<file path="src/rtl/clock_phase_pkg.sv">
// Shared definitions for the four-phase clock scheduler: FSM states,
// phase indices and the phase-length decode.
package clock_phase_pkg;

  typedef enum logic [1:0] {
    ST_IDLE  = 2'd0,
    ST_RUN   = 2'd1,
    ST_DRAIN = 2'd2
  } state_e;

  localparam logic [1:0] PH_IMEM = 2'd0;
  localparam logic [1:0] PH_PROC = 2'd1;
  localparam logic [1:0] PH_DMEM = 2'd2;
  localparam logic [1:0] PH_REG  = 2'd3;

  // Last sub-counter value of a phase, i.e. P-1 where P = 1 << sel.
  function automatic logic [2:0] p_last_index(input logic [1:0] sel);
    logic [3:0] len;
    len = 4'd1 << sel;
    return 3'(len - 4'd1);
  endfunction

endpackage

</file>
<file path="src/rtl/phase_counter.sv">
// Sub-counter plus phase index; flags the last clock of a phase and the
// last clock of a major cycle.
module phase_counter
  import clock_phase_pkg::*;
(
  input  logic       clock,
  input  logic       reset,
  input  logic       enable,
  input  logic       clear,
  input  logic [1:0] p_sel,
  output logic [1:0] phase,
  output logic       last_tick,
  output logic       cycle_end
);

  logic [2:0] sub_q, sub_d;
  logic [1:0] phase_q, phase_d;

  assign last_tick = (sub_q == p_last_index(p_sel));
  assign cycle_end = last_tick && (phase_q == PH_REG);
  assign phase     = phase_q;

  always_comb begin
    sub_d   = sub_q;
    phase_d = phase_q;
    if (clear) begin
      sub_d   = 3'd0;
      phase_d = PH_IMEM;
    end else if (enable) begin
      if (last_tick) begin
        sub_d   = 3'd0;
        phase_d = phase_q + 2'd1;
      end else begin
        sub_d = sub_q + 3'd1;
      end
    end
  end

  always_ff @(posedge clock or negedge reset) begin
    if (!reset) begin
      sub_q   <= 3'd0;
      phase_q <= PH_IMEM;
    end else begin
      sub_q   <= sub_d;
      phase_q <= phase_d;
    end
  end

endmodule

</file>
<file path="src/rtl/clock_phase_scheduler.sv">
// Four-phase major-cycle sequencer: start/stop/drain FSM, per-phase enable
// pulses and a count of completed major cycles.
module clock_phase_scheduler
  import clock_phase_pkg::*;
#(
  parameter int CNT_W = 16
) (
  input  logic             clock,
  input  logic             reset,
  input  logic             start,
  input  logic             stop,
  input  logic [1:0]       div_sel,
  output logic             imem_en,
  output logic             proc_en,
  output logic             dmem_en,
  output logic             regfile_en,
  output logic [1:0]       phase,
  output logic             running,
  output logic             done,
  output logic [CNT_W-1:0] cycle_count
);

  state_e           state_q, state_d;
  logic [1:0]       p_sel_q, p_sel_d;
  logic [CNT_W-1:0] cnt_q, cnt_d;
  logic             done_q, done_d;

  logic       cnt_enable;
  logic       cnt_clear;
  logic [1:0] phase_w;
  logic       last_tick;
  logic       cycle_end;

  // The counter is held cleared throughout IDLE, so a start always begins at phase 0.
  assign cnt_clear  = (state_q == ST_IDLE);
  assign cnt_enable = !cnt_clear;

  phase_counter u_phase_counter (
    .clock     (clock),
    .reset     (reset),
    .enable    (cnt_enable),
    .clear     (cnt_clear),
    .p_sel     (p_sel_q),
    .phase     (phase_w),
    .last_tick (last_tick),
    .cycle_end (cycle_end)
  );

  always_comb begin
    state_d = state_q;
    p_sel_d = p_sel_q;
    cnt_d   = cnt_q;
    done_d  = 1'b0;
    unique case (state_q)
      ST_IDLE: begin
        if (start) begin
          state_d = ST_RUN;
          p_sel_d = div_sel;
          cnt_d   = '0;
        end
      end
      ST_RUN: begin
        if (cycle_end) begin
          cnt_d = cnt_q + CNT_W'(1);
          if (stop) begin
            state_d = ST_IDLE;
            done_d  = 1'b1;
          end else begin
            p_sel_d = div_sel;
          end
        end else if (stop) begin
          state_d = ST_DRAIN;
        end
      end
      ST_DRAIN: begin
        if (cycle_end) begin
          cnt_d   = cnt_q + CNT_W'(1);
          state_d = ST_IDLE;
          done_d  = 1'b1;
        end
      end
      default: state_d = ST_IDLE;
    endcase
  end

  always_ff @(posedge clock or negedge reset) begin
    if (!reset) begin
      state_q <= ST_IDLE;
      p_sel_q <= 2'd0;
      cnt_q   <= '0;
      done_q  <= 1'b0;
    end else begin
      state_q <= state_d;
      p_sel_q <= p_sel_d;
      cnt_q   <= cnt_d;
      done_q  <= done_d;
    end
  end

  // Enables decode only flop outputs, so no input reaches them combinationally.
  assign running     = (state_q != ST_IDLE);
  assign imem_en     = running && last_tick && (phase_w == PH_IMEM);
  assign proc_en     = running && last_tick && (phase_w == PH_PROC);
  assign dmem_en     = running && last_tick && (phase_w == PH_DMEM);
  assign regfile_en  = running && last_tick && (phase_w == PH_REG);
  assign phase       = phase_w;
  assign done        = done_q;
  assign cycle_count = cnt_q;

endmodule

</file>
<file path="config.mk">
export PLATFORM = sky130hd
export DESIGN_NAME = clock_phase_scheduler
export DESIGN_NICKNAME = d
export VERILOG_FILES = /design/src/rtl/clock_phase_pkg.sv /design/src/rtl/phase_counter.sv /design/src/rtl/clock_phase_scheduler.sv
export SDC_FILE = /design/constraint.sdc
export NUM_CORES = 1
export LEC_CHECK = 0
export BUFFER_PORTS_ARGS = -buffer_cell sky130_fd_sc_hd__buf_2
export CORE_MARGIN = 2
export CORE_UTILIZATION = 46
export DETAILED_ROUTE_END_ITERATION = 8
export PLACE_DENSITY = 0.76
export SLEW_MARGIN = 30
export SYNTH_ARGS = -nofsm -noshare
export SYNTH_HDL_FRONTEND = slang
export SYNTH_SLANG_ARGS = --single-unit
</file>
<file path="constraint.sdc">
create_clock -name clock -period 3 [get_ports clock]
set_input_delay 0.75 -clock clock [delete_from_list [all_inputs] [get_ports clock]]
set_output_delay 0.75 -clock clock [all_outputs]
set_load 0.01 [all_outputs]
</file>
==> results.tsv, run 1 <==
metric	value	unit
cp-start-kind	flip-flop	
synth.distinct_cells	44	
die_h	66.7	um
power_density	776	mW/mm^2
track_usage	0.181	
synth_fp_nets	200	
clk_latency	0.27	ns
drive_above_1_share	0.262	
hp-class	in2async	
ys_ff_latch	26	
tritoncts	built	
ios	30	
cts_made_buffers	3	
clkSlewWorstSetupHoldPaths	0.09	ns
final_area	0.00205	mm^2
drtIter0Drc	49	
avgSynthCellArea	9.77	um^2
cp_max_fo	17	
ctsHoldBuffers	0	
critPathRequiredTime	2.25	ns
gp_congestion	0.863	
fin_worst_skew	0.00589	ns
ant_nets	0	
cts_root_buffer	clkbuf_8	
layout_min_cycle_time	2.75	ns
ys.warnings.count	0	
critPathCaptureType	output port	
cts.htree.levels	1	
synth-main-ff-cell	dfrtp_1	
async_flop_share	1.00	
finalSetupTns	0	ns
grt_pass1_vias	1382	
worstPathArrival	2.00	ns
max_cap_viol_count	0	
grt_setup_unrepaired	no	
status	finished, final reports clean	
die-area	0.00444	mm^2
power	1.59	mW
synth_edf_count	0	
antenna-diode-count	0	
synth_cells	185	
synth_area	0.00181	mm^2
drv_slew	0	
vias	1466	
finalCritPeriodShare	0.918	
syn2layout_area_growth	13.5	%
ys_seq_area_frac	0.360	
cts_resized	0	
core_area	0.00372	mm^2
nets	230	
rows	22	
leakage	0.928	nW
first_pass_iters	4	
routed_wl	3550	um
timing.slew.headroom	0.610	
die_w	66.7	um
vdd_ir_drop_max	0.366	mV
fmax	0.363	GHz
detailed_place_hpwl	2580	um
routedWlPerCell	13.6	um
grt_max_degree	29	
placedInstanceArea	0.00198	mm^2
portBuffers	29	
cts_setup_buffers	0	
drc	0	
grt_antenna_before_repair	0	
dp_slack	0.566	ns
finalSetupViolCount	0	
clock_sinks	26	
grt_first_pass_wirelength	6240	um
overflow	0	
hold_viol_final	0	
clockBufferDepth	2	
initial_core_util	0.486	
viasPerCell	5.60	
nFillCells	344	
whs	0.466	ns
tightest_slew	0.585	ns
final.setup.worst_slack	0.245	ns
crit_type	reg2out	
[kinds of logic after synthesis]
family          share of synthesized area
compound gates                      0.167
xor+xnor                           0.0139
fa+ha+maj                          0.0623
buf+inv                            0.0429
flops                               0.360
mux                                0.0914
simple gates                        0.262
[registers in the layout (all words and copies together) (netlist names)]
name,count
cycle_count,16
u_phase_counter.sub_q,3
p_sel_q,2
state_q,2
u_phase_counter.phase,2
done,1
[critical path, stage by stage (launching register included)]
cell	delay [ns]
dfrtp_1	0.49
and2_2	0.28
o21ai_4	0.46
nand2_2	0.15
and3_1	0.21
buf_2	0.13
[cell usage after synthesis, types with 2 or more instances]
cell | count | share of area
nor3_1 | 6 | 0.017
buf_2 | 2 | 0.0055
a2111oi_2 | 2 | 0.017
o221ai_1 | 2 | 0.0097
nand3_1 | 12 | 0.033
o211ai_1 | 2 | 0.0083
dfrtp_1 | 26 | 0.36
and3_1 | 4 | 0.014
and2_1 | 2 | 0.0069
a21o_2 | 2 | 0.0097
ha_1 | 9 | 0.062
nor2_1 | 2 | 0.0042
a211oi_2 | 6 | 0.042
a21oi_1 | 8 | 0.022
mux2i_1 | 15 | 0.083
inv_1 | 10 | 0.021
nor2b_1 | 2 | 0.0069
nand4_1 | 8 | 0.028
nand2b_1 | 14 | 0.048
a211oi_1 | 2 | 0.0083
and4_1 | 2 | 0.0097
nand2_1 | 24 | 0.050
buf_6 | 2 | 0.012
[layer usage]
metal / global-route usage / part of all wire / wire length (um) / up-vias
met5: 0 / 0 / 0 / -
met4: 0.0612 / 0.017 / 61 / 0
met3: 0.0203 / 0.025 / 90 / 5
met2: 0.279 / 0.45 / 1600 / 28
met1: 0.263 / 0.51 / 1800 / 698
li1: - / - / - / 735
[power breakdown]
group / total (mW) / internal, mW / switching [mW]
logic: 0.829 / 0.279 / 0.550
clock network: 0.291 / 0.179 / 0.113
registers: 0.470 / 0.406 / 0.0644
[worst paths after layout]
| check | cells after the start | start | endpoint | slack [ns] |
|---|---|---|---|---|
| worst max-delay path | 5 | u_phase_counter.sub_q[0] | dmem_en | 0.25 |
| worst min register to register | 2 | cycle_count[15] | cycle_count[15] | 0.54 |
| max in group asynchronous | 1 | reset | done | 2.15 |
| worst max register to register | 6 | state_q[0] | cycle_count[15] | 0.89 |
| min in group clock | 2 | cycle_count[15] | cycle_count[15] | 0.54 |
| worst min-delay path | 1 | reset | cycle_count[2] | 0.47 |
[metrics by stage]
step / utilization / cells
after floorplan: - / 185
after global placement: 0.533 / 258
after detailed placement: 0.533 / 258
after CTS: 0.552 / 262
after global routing: 0.552 / 262
final: 0.552 / 262
[placed cells by master, fill, tap and decap left out, types with 2 or more instances in the layout]
| cell | instances |
|---|---|
| a211oi_1 | 2 |
| a2111oi_2 | 2 |
| nor2_1 | 2 |
| a21o_2 | 2 |
| ha_1 | 9 |
| o221ai_1 | 2 |
| dfrtp_1 | 26 |
| nor2b_1 | 2 |
| buf_2 | 29 |
| and2_1 | 2 |
| a211oi_2 | 6 |
| nand2b_1 | 14 |
| and4_1 | 2 |
| nor3_1 | 6 |
| inv_1 | 10 |
| o211ai_1 | 2 |
| nand2_1 | 24 |
| mux2i_1 | 15 |
| nand3_1 | 12 |
| nand4_1 | 8 |
| a21oi_1 | 8 |
| clkbuf_8 | 3 |
| and3_1 | 4 |
[cell type report]
| class | instances | area, um^2 | area share |
|---|---|---|---|
| clock buffers | 3 | 41.3 | 0.0201 |
| clock inverters | 1 | 30.0 | 0.0146 |
| inverters | 10 | 37.5 | 0.0183 |
| multi-input cells | 144 | 1080 | 0.526 |
| flip-flops and latches | 26 | 651 | 0.317 |
| well taps | 48 | 60.1 | 0.0293 |
| repair buffers | 30 | 153 | 0.0744 |
(Power assumes the default switching activity.)
==> run 2: changes to the inputs <==
==> constraint.sdc (replaced) <==
create_clock -name clock -period 3 [get_ports clock]
set_input_delay 0.3 -clock clock [delete_from_list [all_inputs] [get_ports clock]]
set_output_delay 0.3 -clock clock [all_outputs]
set_load 0.01 [all_outputs]
==> run 2 against run 1 <==
Against the previous run: wire length up 6.8%; final area is the same; combinational power increased by 1%; die area did not move; non-clock buffer count did not move; power up 1.1%; clock power increased by 1%; critical path type unchanged; largest cell class unchanged; highest routed layer unchanged.
==> results.tsv, run 2 (same netlist as run 1, synthesis figures left out) <==
metric	value	unit
status	finished, final reports clean	
tightest_slew	0.588	ns
nets	230	
finalSetupViolCount	0	
core_area	0.00372	mm^2
clk_latency	0.27	ns
cts_setup_buffers	0	
cp-startpoint	u_phase_counter.sub_q[0]	
die-area	0.00444	mm^2
largest_reg_flops	16	
routed_wl	3790	um
grt_first_pass_wirelength	6400	um
tritoncts	built	
timing.slew.headroom	0.608	
fin_worst_skew	0.00780	ns
worstPathArrival	1.99	ns
clock_sinks	26	
gp_congestion	0.854	
cp-start-kind	flip-flop	
drive_above_1_share	0.262	
rows	22	
first_pass_iters	4	
grt_antenna_before_repair	0	
finalSetupTns	0	ns
instances_no_fill	262	
initial_core_util	0.486	
max_cap_viol_count	0	
final_cell_mix	29 x buf_2, 26 x dfrtp_1, 24 x nand2_1, 15 x mux2i_1, 14 x nand2b_1	
portBuffers	29	
grt_max_degree	29	
routedWlPerCell	14.5	um
ant_nets	0	
placedInstanceArea	0.00198	mm^2
clockBufferDepth	2	
vias	1458	
antenna-diode-count	0	
hp-class	in2async	
ios	30	
vdd_ir_drop_max	0.360	mV
drtIter0Drc	122	
critPathRequiredTime	2.70	ns
grt_setup_unrepaired	no	
leakage	0.928	nW
power	1.61	mW
layout_min_cycle_time	2.29	ns
power_density	784	mW/mm^2
crit_type	reg2out	
hold_viol_final	0	
cp_max_fo	17	
r2r_cells	6	
r2r-start	state_q[1]	
final_area	0.00205	mm^2
placed_cells	258	
regToRegSetupSlack	0.97	ns
cts.htree.levels	1	
cts_resized	0	
syn2layout_area_growth	13.5	%
clkSlewWorstSetupHoldPaths	0.10	ns
whs	0.0177	ns
cts_made_buffers	3	
track_usage	0.185	
rr_endpoint	cycle_count[15]	
final_common_cell	buf_2	
grt_pass1_vias	1413	
viasPerCell	5.56	
overflow	0	
die_h	66.7	um
ctsHoldBuffers	0	
detailed_place_hpwl	2740	um
die_w	66.7	um
critPathCaptureType	output port	
finalCritPeriodShare	0.762	
cts_root_buffer	clkbuf_8	
drc	0	
drv_slew	0	
fmax	0.437	GHz
run 2: cell counts in the layout (fill, tap and decap cells not counted):
Identical to the previous run, type by type.
run 2: cell type report:
type / count / area, um^2
tap: 48 / 60.1
timing repair buffer: 30 / 153
fill: 346 / 1670
multi-input combinational: 144 / 1080
sequential: 26 / 651
clock inverter: 1 / 30.0
inverter: 10 / 37.5
clock buffer: 3 / 41.3
run 2: routing by layer:
metal	up-vias	track usage	wire, um
met1	698	0.255	1850
met3	2	0.0203	121
met2	28	0.305	1790
met4	0	0.0536	28
li1	730	-	-
met5	-	0	0
run 2: worst max-delay path by stage:
stage / end / slack (ns) / cells past startpoint
global placement: cycle_count[15] / 1.06 / 6
floorplan: cycle_count[15] / 1.21 / 6
CTS: imem_en / 0.71 / 5
finish: imem_en / 0.71 / 5
global route: imem_en / 0.60 / 5
detailed placement: cycle_count[15] / 0.98 / 6
run 2: power by group:
| group | switching, mW | internal, mW |
|---|---|---|
| Sequential | 0.0655 | 0.406 |
| Clock | 0.117 | 0.179 |
| Combinational | 0.562 | 0.279 |
| Total | 0.744 | 0.864 |
run 2: metrics by stage:
step | setup slack (ns) | util
6_report | 0.713 | 0.552
5_1_grt | 0.600 | 0.552
4_1_cts | 0.712 | 0.552
3_5_place_dp | 0.983 | 0.533
3_3_place_gp | 1.06 | 0.533
2_1_floorplan | 1.21 | -
run 2: critical path, cell delays in order, from the launching register on:
cell     delay [ns]
dfrtp_1        0.48
and2_2         0.28
o21ai_4        0.46
nand2_2        0.15
and3_1         0.22
buf_2          0.13
